### src/rtl/seg_sched_pkg.sv
// Shared types and constants for the seven-segment display scheduler.
package seg_sched_pkg;

    typedef enum logic [1:0] {
        IDLE  = 2'd0,
        LOAD  = 2'd1,
        ON    = 2'd2,
        BLANK = 2'd3
    } state_t;

    localparam logic [7:0] SEG_OFF = 8'hFF;
    localparam logic [3:0] AN_OFF  = 4'hF;

    // Active-low a..g patterns for hex 0-F, dp bit (bit 7) off.
    localparam logic [7:0] SEG_PATTERNS [16] = '{
        8'hC0, 8'hF9, 8'hA4, 8'hB0, 8'h99, 8'h92, 8'h82, 8'hF8,
        8'h80, 8'h90, 8'h88, 8'h83, 8'hC6, 8'hA1, 8'h86, 8'h8E
    };

endpackage

### src/rtl/seg_hex_decoder.sv
// Combinational hex-to-seven-segment decoder with decimal point, active-low outputs.
module seg_hex_decoder
    import seg_sched_pkg::*;
(
    input  logic [3:0] value,
    input  logic       dp_on,
    output logic [7:0] seg
);

    always_comb begin
        seg = {~dp_on, SEG_PATTERNS[value][6:0]};
    end

endmodule

### src/rtl/seg_display_scheduler.sv
// Four-digit common-anode seven-segment scan scheduler with per-frame snapshot and blanking gap.
// Optional duty-cycle dimming via BRIGHTNESS when SEG_SCHED_DIM_EN is defined.
module seg_display_scheduler
    import seg_sched_pkg::*;
#(
    parameter int REFRESH_DIV  = 100000,
    parameter int BLANK_CYCLES = 1000
) (
    input  logic        CLK,
    input  logic        RESET,
    input  logic [15:0] NUMS,
    input  logic [3:0]  DOTS,
    input  logic [3:0]  DIGIT_EN,
`ifdef SEG_SCHED_DIM_EN
    input  logic [3:0]  BRIGHTNESS,
`endif
    output logic [3:0]  SEG_SELECT,
    output logic [7:0]  HEX_OUT,
    output logic        FRAME_TICK
);

    localparam int MAX_CNT = (REFRESH_DIV > BLANK_CYCLES) ? REFRESH_DIV : BLANK_CYCLES;
    localparam int CNT_W   = $clog2(MAX_CNT + 1);
    localparam logic [CNT_W-1:0] ON_RELOAD    = CNT_W'(REFRESH_DIV - 1);
    localparam logic [CNT_W-1:0] BLANK_RELOAD = CNT_W'((BLANK_CYCLES > 0) ? BLANK_CYCLES - 1 : 0);

    state_t           state;
    logic [1:0]       idx;
    logic [CNT_W-1:0] cnt;
    logic [15:0]      snap_nums;
    logic [3:0]       snap_dots;
    logic             from_idle;

    logic             found;
    logic [1:0]       next_idx;
    logic [1:0]       cand;
    logic             take_snap;
    logic [15:0]      src_nums;
    logic [3:0]       src_dots;
    logic [3:0]       dec_val;
    logic             dec_dp;
    logic [7:0]       dec_seg;

`ifdef SEG_SCHED_DIM_EN
    logic [3:0]       slice;
    logic [3:0]       slice_nxt;
    logic [3:0]       bright;
    logic [3:0]       an_cur;
`endif

    // Circular search for the next enabled digit; decode from the snapshot
    // that will be in force once this LOAD completes.
    always_comb begin
        found    = 1'b0;
        next_idx = idx;
        cand     = idx;
        for (int k = 1; k <= 4; k++) begin
            cand = idx + 2'(k);
            if (!found && DIGIT_EN[cand]) begin
                found    = 1'b1;
                next_idx = cand;
            end
        end
        take_snap = from_idle || (next_idx <= idx);
        src_nums  = take_snap ? NUMS : snap_nums;
        src_dots  = take_snap ? DOTS : snap_dots;
        dec_val   = src_nums[{next_idx, 2'b00} +: 4];
        dec_dp    = src_dots[next_idx];
    end

    seg_hex_decoder u_dec (
        .value (dec_val),
        .dp_on (dec_dp),
        .seg   (dec_seg)
    );

`ifdef SEG_SCHED_DIM_EN
    always_comb begin
        slice_nxt = slice + 4'd1;
        an_cur    = ~(4'b0001 << idx);
    end
`endif

    always_ff @(posedge CLK) begin
        if (RESET) begin
            state      <= IDLE;
            idx        <= 2'd3;
            cnt        <= '0;
            snap_nums  <= '0;
            snap_dots  <= '0;
            from_idle  <= 1'b0;
            SEG_SELECT <= AN_OFF;
            HEX_OUT    <= SEG_OFF;
            FRAME_TICK <= 1'b0;
`ifdef SEG_SCHED_DIM_EN
            slice      <= '0;
            bright     <= '0;
`endif
        end else begin
            FRAME_TICK <= 1'b0;
            unique case (state)
                IDLE: begin
                    SEG_SELECT <= AN_OFF;
                    HEX_OUT    <= SEG_OFF;
                    if (DIGIT_EN != 4'd0) begin
                        state     <= LOAD;
                        from_idle <= 1'b1;
                    end
                end
                LOAD: begin
                    from_idle <= 1'b0;
                    if (!found) begin
                        state <= IDLE;
                    end else begin
                        if (take_snap) begin
                            snap_nums  <= NUMS;
                            snap_dots  <= DOTS;
                            FRAME_TICK <= 1'b1;
                        end
                        idx        <= next_idx;
                        cnt        <= ON_RELOAD;
                        state      <= ON;
                        SEG_SELECT <= ~(4'b0001 << next_idx);
                        HEX_OUT    <= dec_seg;
`ifdef SEG_SCHED_DIM_EN
                        slice      <= '0;
                        bright     <= BRIGHTNESS;
`endif
                    end
                end
                ON: begin
                    if (cnt == '0) begin
                        SEG_SELECT <= AN_OFF;
                        HEX_OUT    <= SEG_OFF;
                        if (BLANK_CYCLES == 0) begin
                            state <= LOAD;
                        end else begin
                            state <= BLANK;
                            cnt   <= BLANK_RELOAD;
                        end
                    end else begin
                        cnt <= cnt - 1'b1;
`ifdef SEG_SCHED_DIM_EN
                        // Anode gated by the slice position; segments stay driven.
                        slice      <= slice_nxt;
                        SEG_SELECT <= (slice_nxt <= bright) ? an_cur : AN_OFF;
`endif
                    end
                end
                BLANK: begin
                    if (cnt == '0) begin
                        state <= LOAD;
                    end else begin
                        cnt <= cnt - 1'b1;
                    end
                end
                default: state <= IDLE;
            endcase
        end
    end

endmodule

### config.mk
export PLATFORM = sky130hd
export DESIGN_NAME = seg_display_scheduler
export DESIGN_NICKNAME = d
export VERILOG_FILES = /design/src/rtl/seg_sched_pkg.sv /design/src/rtl/seg_hex_decoder.sv /design/src/rtl/seg_display_scheduler.sv
export SDC_FILE = /design/constraint.sdc
export NUM_CORES = 1
export LEC_CHECK = 0
export CORE_MARGIN = 2
export CORE_UTILIZATION = 30
export CTS_BUF_LIST = sky130_fd_sc_hd__clkbuf_4 sky130_fd_sc_hd__clkbuf_8 sky130_fd_sc_hd__clkbuf_16
export CTS_CLUSTER_DIAMETER = 60
export DETAILED_ROUTE_END_ITERATION = 7
export GPL_ROUTABILITY_DRIVEN = 0
export SLEW_MARGIN = 15
export SYNTH_ARGS = -nofsm -noshare
export SYNTH_HDL_FRONTEND = slang
export SYNTH_SLANG_ARGS = --single-unit
### constraint.sdc
create_clock -name CLK -period 13.5 [get_ports CLK]
set_clock_uncertainty 0.2 [all_clocks]
set_input_delay 1.35 -clock CLK [delete_from_list [all_inputs] [get_ports CLK]]
set_output_delay 1.35 -clock CLK [all_outputs]
set_load 0.02 [all_outputs]
* After elaboration in Yosys (flattened, before gate mapping)
Memories as Yosys holds them, arrays and structs flattened. Index checks and enable logic that the tools add are counted.
Word-level totals: memories 1, input bits 26, output and inout bits 13, register bits 55, memory bits (read-only) 128
Operators by class: order comparisons 7, add/sub/neg operators 4, reductions and logical operators 19, shifts and indexed selects 2, mux-type cells 40, bitwise gates (word level) 5, equal/unequal tests 8
Memories:
- (name not given) | words 16, bits a word 8, rd ports 1, clocked after Yosys merged registers in 0, wr ports 0, line seg_hex_decoder.sv:11 | seg = {~dp_on, SEG_PATTERNS[value][6:0]};
Operator list (number):
- two-way mux 17 bit | 3
- one-hot mux 17 bit (3 select lines) | 1
- one-hot mux 8 bit (3 select lines) | 1
- zero test 17 bit | 1
- subtractor 17 x 1 -> 17 bit, second input constant | 1
- two-way mux 16 bit | 1
- two-way mux 2 bit | 8
- two-way mux 8 bit | 2
- variable part select 16 x 5 -> 4 bit | 1
- < comparator 2 x 3 -> 1 bit, second input constant | 5
- two-way mux 7 bit | 2
- two-way mux 4 bit | 3
- one-hot mux 4 bit (3 select lines) | 1
- two-way mux 1 bit | 11
- binary-select mux 1 bit (select 2 bit) | 5
- inequality test 2 bit, second input constant | 5
- AND reduction 3 bit | 3
- one-hot mux 2 bit (4 select lines) | 1
- nonzero test 3 bit | 2
- >= comparator 5 bit, second input constant | 1
- NOT 4 -> 5 bit | 1
- adder 2 bit, second input constant | 2
- equality test 2 bit, second input constant | 2
- NOT 4 bit | 1
- other kinds (14) | 21

* Depth between registers and ports, before layout
Gate-level depths: netlist of the first run.
depth in word-level cells 23, depth in mapped cells 18, gate-level depth less buffers 16

* Cells and area by module
Synthesis of the first run repeated with hierarchy kept, for this count alone.
Unflattened totals: cells, all modules 387, area, all modules 3268.1 um2
Modules (own cells, without submodules):
- seg_display_scheduler | cells an instance 353, times used 1, area an instance 2995.4 um2
- seg_hex_decoder | cells an instance 34, times used 1, area an instance 272.8 um2

* Worst setup path before layout of the first run
OpenSTA, ideal clock, no wires.
path kind input-to-reg, from input DIGIT_EN[3], to register HEX_OUT[0], library setup time 0.070 ns, buffers on the path 3, setup slack 7.767 ns, data arrival time 5.463 ns, required time 13.230 ns, stages on the path 17, path through nand2b_1 o21ai_0 a221oi_4 clkbuf_1 ha_1 nor2b_1 o21ai_1 buf_2 buf_1 mux2i_1 mux2i_1 mux2i_1 ha_1 nor4b_1 a311o_1 or4_1 a21oi_1
Between the ends: cells in the longest elaborated chain, start to end 22
RTL lines:
- start: declaration | line seg_display_scheduler.sv:13 | input logic [3:0] DIGIT_EN,
- binary-select mux 1 bit (select 2 bit) | line seg_display_scheduler.sv:59 | if (!found && DIGIT_EN[cand]) begin
- two-way mux 1 bit (not written as such) | line seg_display_scheduler.sv:59
- two-way mux 1 bit | line seg_display_scheduler.sv:59
- zero test 1 bit | line seg_display_scheduler.sv:59
- logical AND 1 bit | line seg_display_scheduler.sv:59
- two-way mux 1 bit | line seg_display_scheduler.sv:59
- zero test 1 bit | line seg_display_scheduler.sv:59
- logical AND 1 bit | line seg_display_scheduler.sv:59
- [5 not listed]
- logical OR 1 bit | line seg_display_scheduler.sv:64 | take_snap = from_idle || (next_idx <= idx);
- two-way mux 16 bit
- variable part select 16 x 5 -> 4 bit | line seg_display_scheduler.sv:67 | dec_val = src_nums[{next_idx, 2'b00} +: 4];
- NOT 4 -> 5 bit (not written as such) | line seg_hex_decoder.sv:11
- memory read (16 x 8 bit)
- two-way mux 7 bit (not written as such) (2 in a row) | line seg_hex_decoder.sv:11
- two-way mux 8 bit | line seg_display_scheduler.sv:112 | if (!found) begin
- one-hot mux 8 bit (3 select lines) | line seg_display_scheduler.sv:101 | unique case (state)
- end signal: assignment | line seg_display_scheduler.sv:124 | HEX_OUT <= dec_seg;
- end: declaration | line seg_display_scheduler.sv:18 | output logic [7:0] HEX_OUT,
Several ways; a longest one is shown, not always the timed one. The select of a mux whose other input is x is not followed. A chain may end at the register's enable or synchronous reset.

* Final worst setup path of the first run
Same ends and word-level chain as after synthesis.

==> results of run 1 <==
==> cell usage in the layout (no fill, tap or decap), drive strengths merged, types with 3 or more instances in the layout <==
master	Yosys	layout
nand3	5	5
xor2	3	3
buf	5	4
nor2	36	36
o21ai	21	21
clkbuf	15	6
ha	15	15
a221oi	5	5
mux2i	38	38
clkdlybuf4s50	0	37
o21bai	6	6
dfxtp	55	55
nor4	9	9
a211oi	5	5
or4	3	3
mux2	4	4
inv	12	12
a21oi	41	41
nand2b	9	9
nand2	53	53
nor3	15	15
==> report_power, final <==
group	switching [uW]	internal, uW
combinational	143	105
clock	55.6	38.5
sequential	17.3	186
==> layout make-up <==
cell class	instances	area, sq um
repair buffers	41	397.9
clock inverters	2	12.51
flip-flops and latches	55	1101
inverters	12	45.04
clock buffers	6	76.32
fillers	1055	6590
multi-input cells	296	1931
well taps	136	170.2
==> worst paths after layout <==
kind | startpoint | endpoint | slack (ns)
min | snap_nums[6]$_SDFFE_PP0P_ | snap_nums[6]$_SDFFE_PP0P_ | 0.26
max | DIGIT_EN[3] | HEX_OUT[0]$_SDFFE_PP1P_ | 7.71
min reg2reg | snap_nums[6]$_SDFFE_PP0P_ | snap_nums[6]$_SDFFE_PP0P_ | 0.26
max reg2reg | idx[0]$_SDFFE_PP1P_ | HEX_OUT[0]$_SDFFE_PP1P_ | 8.71
==> critical path, delay by kind of cell <==
kind	cells	cell delay [ns]
AOI/OAI and AO/OA	6	1.64
adders and majority gates	2	0.69
muxes	3	0.85
and+or+nand+nor	3	0.60
buffers and inverters	2	0.71
==> stage by stage <==
step / total power (uW) / instances / utilization [%] / hold WS [ns] / instance area, sq um
6_report: 545.3 / 548 / 36.17 / 0.2588 / 3734
3_3_place_gp: 448.9 / 540 / 35.30 / 0.2407 / 3645
5_1_grt: 588.3 / 548 / 36.17 / 0.2754 / 3734
2_1_floorplan: 398.1 / 383 / - / 0.2316 / 3193
4_1_cts: 548.7 / 548 / 36.17 / 0.2602 / 3734
3_5_place_dp: 455.0 / 540 / 35.30 / 0.2462 / 3645
==> flip-flops by register name (all words and copies together) (netlist names) <==
name and cells:
FRAME_TICK 1, HEX_OUT 8, SEG_SELECT 4, cnt 17, from_idle 1, idx 2, snap_dots 4, snap_nums 16
state 2
==> cell families (layout without fill, tap and decap cells) <==
logic type               after synthesis  after routing  share of synthesized area (%)
XOR/XNOR                               5              5                          1.372
AO/OA/AOI/OAI                         90             90                          17.99
buffers and inverters                 32             61                          5.172
multiplexers                          42             42                          13.32
flip-flops                            55             55                          34.48
adder cells (fa/ha/maj)               15             15                          5.878
AND/OR/NAND/NOR                      144            144                          21.79
==> per-layer routing <==
layer	part of all wire, %	wire length [um]	vias to the layer above	global-route usage (%)
met1	52	3682	1240	18.19
met2	43	3092	41	20.61
met3	4.3	304	4	2.614
met5	0	0	-	0
met4	0.97	69	0	3.340
li1	-	-	1418	-
==> flow_metrics.py, run 1 <==
metrics = {
    "synth": {
        "ys_types": 49,
        "netlist_area_sq_mm": 0.003193,
        "yosysMostFrequentCell": "dfxtp_1",
        "syn_nets": 424,
        "yosys_warnings": 0,
        "synth_edf_count": 0,
        "synthArstFlopShare_pct": 0,
        "synth-main-ff-cell": "dfxtp_1",
        "synthTopCellsByArea": "dfxtp_1 34%, mux2i_1 12%, a21oi_1 6.3%, nand2_1 6.1%, ha_1 5.9%",
        "synth_seq_area_share_pct": 34.48,
        "syn_area_per_cell_sq_um": 8.337,
        "synth_common_cells": "55 x dfxtp_1, 52 x nand2_1, 40 x a21oi_1, 38 x mux2i_1, 36 x nor2_1",
        "yosys.area.top_type": "dfxtp_1",
        "ys_ff_latch": 55,
        "yosysTopAreaCellShare_pct": 34.48,
        "synthCells": 383,
    },
    "floorplan": {
        "initial_core_util_pct": 30.93,
        "dieWidth_um": 107.2,
        "fp.dieH_um": 107.2,
        "io_pins": 39,
        "rows": 37,
        "die-area_sq_mm": 0.01148,
        "core_sq_mm": 0.01032,
    },
    "worst_setup_path": {
        "start_kind": "input pin",
        "crit_slowest_cell": "a221oi_4",
        "path_class": "input pin to flop",
        "crit_fanout": 22,
        "slowest_delay_ns": 0.82,
        "worstRegToRegCells": 15,
        "end_kind": "flop",
        "cp.required_ns": 13.54,
        "critPathMostFrequentCell": "mux2i_1",
        "cp.arrival_ns": 5.84,
        "path_cells": "clkdlybuf4s50_1 > nand2b_1 > o21ai_0 > a221oi_4 > ha_1 > a21oi_1 > o21ai_2 > buf_4 > mux2i_1 > mux2i_1 > mux2i_1 > ha_1 > nor4b_1 > a311o_1 > or4_1 > a21oi_1",
    },
    "cts": {
        "max-clock-path-buffers": 2,
        "post_cts_buffers": 0,
        "path_clk_slew_ns": 0.10,
        "insertion_delay_ns": 0.31,
        "cts_buffers": 5,
        "cts_root_buffer": "clkbuf_8",
        "cts_max_level": 2,
        "hold_buffers": 0,
        "cts_sinks": 55,
        "postCtsResizedCells": 0,
        "cts_tree": "built",
    },
    "run": {
        "drv_cap": 0,
    },
    "pwr": {
        "max-vdd-ir-drop_mv": 0.06809,
        "leakage_uw": 0.001533,
        "power_density_mw_per_mm2": 146.1,
    },
    "timing": {
        "final_hold_viol_count": 0,
        "slew_headroom_pct": 29.91,
        "fin_ws_ns": 7.705,
        "drv_slew": 0,
        "finalCriticalPeriod_ns": 5.795,
        "worst_pin_slew_ns": 1.051,
        "post-route-period-util_pct": 42.93,
        "rsz0062_at_grt": "no",
        "setup_viol": 0,
        "fmax_ghz": 0.1726,
        "setup-tns-final_ns": 0,
    },
    "global_route": {
        "grt_max_degree": 56,
        "grt_first_pass_wirelength_um": 12360,
        "grt_antenna_before_repair": 0,
        "overflow": 0,
        "grt_pass1_vias": 2589,
        "grt_usage_pct": 13.07,
    },
    "routing": {
        "post_drt_wl_per_cell_um": 13.04,
        "routed_wirelength_um": 7148,
        "antenna_left": 0,
        "drtPass1Iterations": 4,
        "drc": 0,
        "num_vias": 2703,
        "drt_iter0_drc": 130,
        "viasPerCell": 4.932,
    },
    "hold_path": {
        "hold_depth": 2,
        "min_path_type": "flop to flop",
    },
    "finish": {
        "layout-drive-gt1-share_pct": 5.825,
        "final_nets": 452,
        "area_delta_synth_final_pct": 16.93,
        "diodes": 0,
    },
    "outcome": {
        "status": "completed",
    },
    "placement": {
        "dp_hpwl_um": 5041,
        "preCtsSetupSlack_ns": 7.377,
        "io_buffers": 38,
    },
}
Power figures use the tool's default switching activity.
==> run 2: changes to the inputs <==
==> constraint.sdc (replaced) <==
create_clock -name CLK -period 5.2 [get_ports CLK]
set_clock_uncertainty 0.2 [all_clocks]
set_input_delay 0.52 -clock CLK [delete_from_list [all_inputs] [get_ports CLK]]
set_output_delay 0.52 -clock CLK [all_outputs]
set_load 0.02 [all_outputs]
==> run 2 against run 1 <==
Compared with the run above: sequential power grew to 2.6 times the previous value; final cell count rose by 1.1%; global-route usage is 0.13 points higher; routed wire length increased by 0.57%; core utilization grew 0.50 points; power grew to 2.6 times the previous value; sequential cell count unchanged; clock power grew to 2.6 times the previous value; sequential share of layout area is 0.40 points lower; count of clock-buffer cells in the layout fell by 1; die area is the same; final area up 1.4%; critical path type unchanged; largest power group unchanged.
==> flow_metrics.py, run 2 (same netlist as run 1, synthesis figures left out) <==
metrics = {
    "placement": {
        "placed_area_sq_mm": 0.003690,
        "dp_hpwl_um": 5183,
        "preCtsSetupSlack_ns": 0.5364,
        "placed_cells": 546,
        "io_buffers": 38,
    },
    "global_route": {
        "grt_antenna_before_repair": 0,
        "overflow": 0,
        "grt_first_pass_wirelength_um": 12370,
        "grt_max_degree": 56,
        "grt_pass1_vias": 2641,
        "grt_usage_pct": 13.20,
    },
    "timing": {
        "fmax_ghz": 0.2305,
        "rsz0062_at_grt": "no",
        "post-route-period-util_pct": 83.42,
        "drv_slew": 0,
        "finalCriticalPeriod_ns": 4.338,
        "slew_headroom_pct": 34.03,
        "setup-tns-final_ns": 0,
        "fin_ws_ns": 0.8622,
        "setup_viol": 0,
        "final_hold_viol_count": 0,
        "worst_pin_slew_ns": 0.9896,
    },
    "finish": {
        "area_delta_synth_final_pct": 18.53,
        "layout-drive-gt1-share_pct": 7.416,
        "final_common_cell": "dfxtp_1",
        "largest_register": "cnt",
        "diodes": 0,
        "stdcell_count": 554,
        "final_nets": 458,
        "final_area_sq_mm": 0.003785,
        "final_cell_mix": "55 x dfxtp_1, 52 x nand2_1, 39 x a21oi_1",
        "largest_reg_flops": 17,
        "reg_top3": "cnt (17), snap_nums (16), HEX_OUT (8)",
    },
    "worst_setup_path": {
        "path_cells": "clkdlybuf4s50_1 > nand2b_1 > o21a_1 > o21ai_1 > inv_1 > ha_1 > nor2b_1 > o21ai_2 > mux2i_1 > mux2i_1 > mux2i_1 > ha_1 > nor4b_1 > a311o_1 > or4_1 > a21oi_1",
        "slowest_delay_ns": 0.52,
        "start_kind": "input pin",
        "crit_slowest_cell": "clkdlybuf4s50_1",
        "path_buf_inv": 2,
        "crit_fanout": 12,
        "cp.arrival_ns": 4.38,
        "critPathMostFrequentCell": "mux2i_1",
        "path_class": "input pin to flop",
        "end_kind": "flop",
        "reg2reg_from": "idx[0]$_SDFFE_PP1P_",
        "worstRegToRegCells": 15,
        "cp.required_ns": 5.25,
        "crit_family": "compound AO/OA/AOI/OAI gates",
        "r2r_end": "HEX_OUT[0]$_SDFFE_PP1P_",
        "rrSetupSlack_ns": 1.12,
    },
    "run": {
        "drv_cap": 0,
    },
    "outcome": {
        "status": "completed",
    },
    "hold_path": {
        "min_path_type": "flop to flop",
        "whs_endpoint": "snap_nums[4]$_SDFFE_PP0P_",
        "hold_depth": 2,
        "min_from": "snap_nums[4]$_SDFFE_PP0P_",
    },
    "cts": {
        "max-clock-path-buffers": 2,
        "cts_tree": "built",
        "cts_sinks": 55,
        "cts_max_level": 2,
        "cts_buffers": 5,
        "hold_buffers": 0,
        "cts_root_buffer": "clkbuf_8",
        "insertion_delay_ns": 0.31,
        "postCtsResizedCells": 0,
        "post_cts_buffers": 0,
        "path_clk_slew_ns": 0.10,
    },
    "floorplan": {
        "dieWidth_um": 107.2,
        "fp.dieH_um": 107.2,
        "io_pins": 39,
        "die-area_sq_mm": 0.01148,
        "rows": 37,
        "initial_core_util_pct": 30.93,
        "core_sq_mm": 0.01032,
    },
    "pwr": {
        "power_density_mw_per_mm2": 381.4,
        "leakage_uw": 0.001565,
        "seqPwrFrac_pct": 36.5,
        "max-vdd-ir-drop_mv": 0.1280,
        "combPwrFrac_pct": 46.4,
        "pwr-share-clk_pct": 17.1,
        "p_sw_share_pct": 39.57,
        "switchingPower_uw": 571.1,
        "p_int_uw": 872.2,
    },
    "routing": {
        "viasPerCell": 5.002,
        "num_vias": 2771,
        "routed_wirelength_um": 7189,
        "drt_iter0_drc": 163,
        "post_drt_wl_per_cell_um": 12.98,
        "drc": 0,
        "antenna_left": 0,
        "drtPass1Iterations": 5,
    },
}
## run 2: cell types whose count changed in the layout (fill, tap and decap cells not counted), sizes merged
cell / previous run / this run
buf: 4 / 10
clkbuf: 6 / 5
clkinvlp: 1 / 0
inv: 12 / 14
## run 2: cell type report
cell class | instances | area [sq um]
Timing Repair Buffer | 47 | 442.9
Multi-Input combinational cell | 296 | 1934
Tap cell | 136 | 170.2
Clock inverter | 3 | 22.52
Clock buffer | 5 | 68.82
Sequential cell | 55 | 1101
Inverter | 12 | 45.04
Fill cell | 1071 | 6539
## run 2: how the worst max path moves through the flow
stage | to | slack [ns] | cells past startpoint | from
floorplan | HEX_OUT[0]$_SDFFE_PP1P_ | 0.30 | 17 | DIGIT_EN[3]
global placement | HEX_OUT[0]$_SDFFE_PP1P_ | 0.63 | 18 | DIGIT_EN[1]
detailed placement | HEX_OUT[0]$_SDFFE_PP1P_ | 0.54 | 16 | DIGIT_EN[1]
CTS | HEX_OUT[0]$_SDFFE_PP1P_ | 0.85 | 16 | DIGIT_EN[1]
global route | HEX_OUT[0]$_SDFFE_PP1P_ | 0.50 | 16 | DIGIT_EN[1]
finish | HEX_OUT[0]$_SDFFE_PP1P_ | 0.86 | 16 | DIGIT_EN[1]
## run 2: stage by stage
stage	utilization (%)	power (uW)	hold WS (ns)
after global placement	35.74	1192	0.2421
after detailed placement	35.74	1209	0.2456
after global routing	36.66	1565	0.2827
after floorplan	-	1033	0.2316
final	36.66	1443	0.2606
after CTS	36.63	1461	0.2613
## run 2: power groups by stage
stage | logic [uW] | clock network [uW] | registers [uW]
3_3_place_gp | 658 | 0 | 535
5_1_grt | 752 | 276 | 537
4_1_cts | 674 | 260 | 527
3_5_place_dp | 672 | 0 | 537
2_1_floorplan | 487 | 0 | 546
6_report | 670 | 247 | 527
## run 2: metal layers
metal | vias to the layer above | GRT usage, % | share of wire (%)
met5 | - | 0 | 0
met4 | 0 | 3.989 | 0.82
met3 | 2 | 2.371 | 4.1
met2 | 62 | 21.11 | 45
met1 | 1286 | 18.06 | 50
li1 | 1421 | - | -
## run 2: tightest hold or removal path, stage by stage (launching register included)
cell	delay, ns
dfxtp_1	0.32
nand2_1	0.05
a21oi_1	0.05
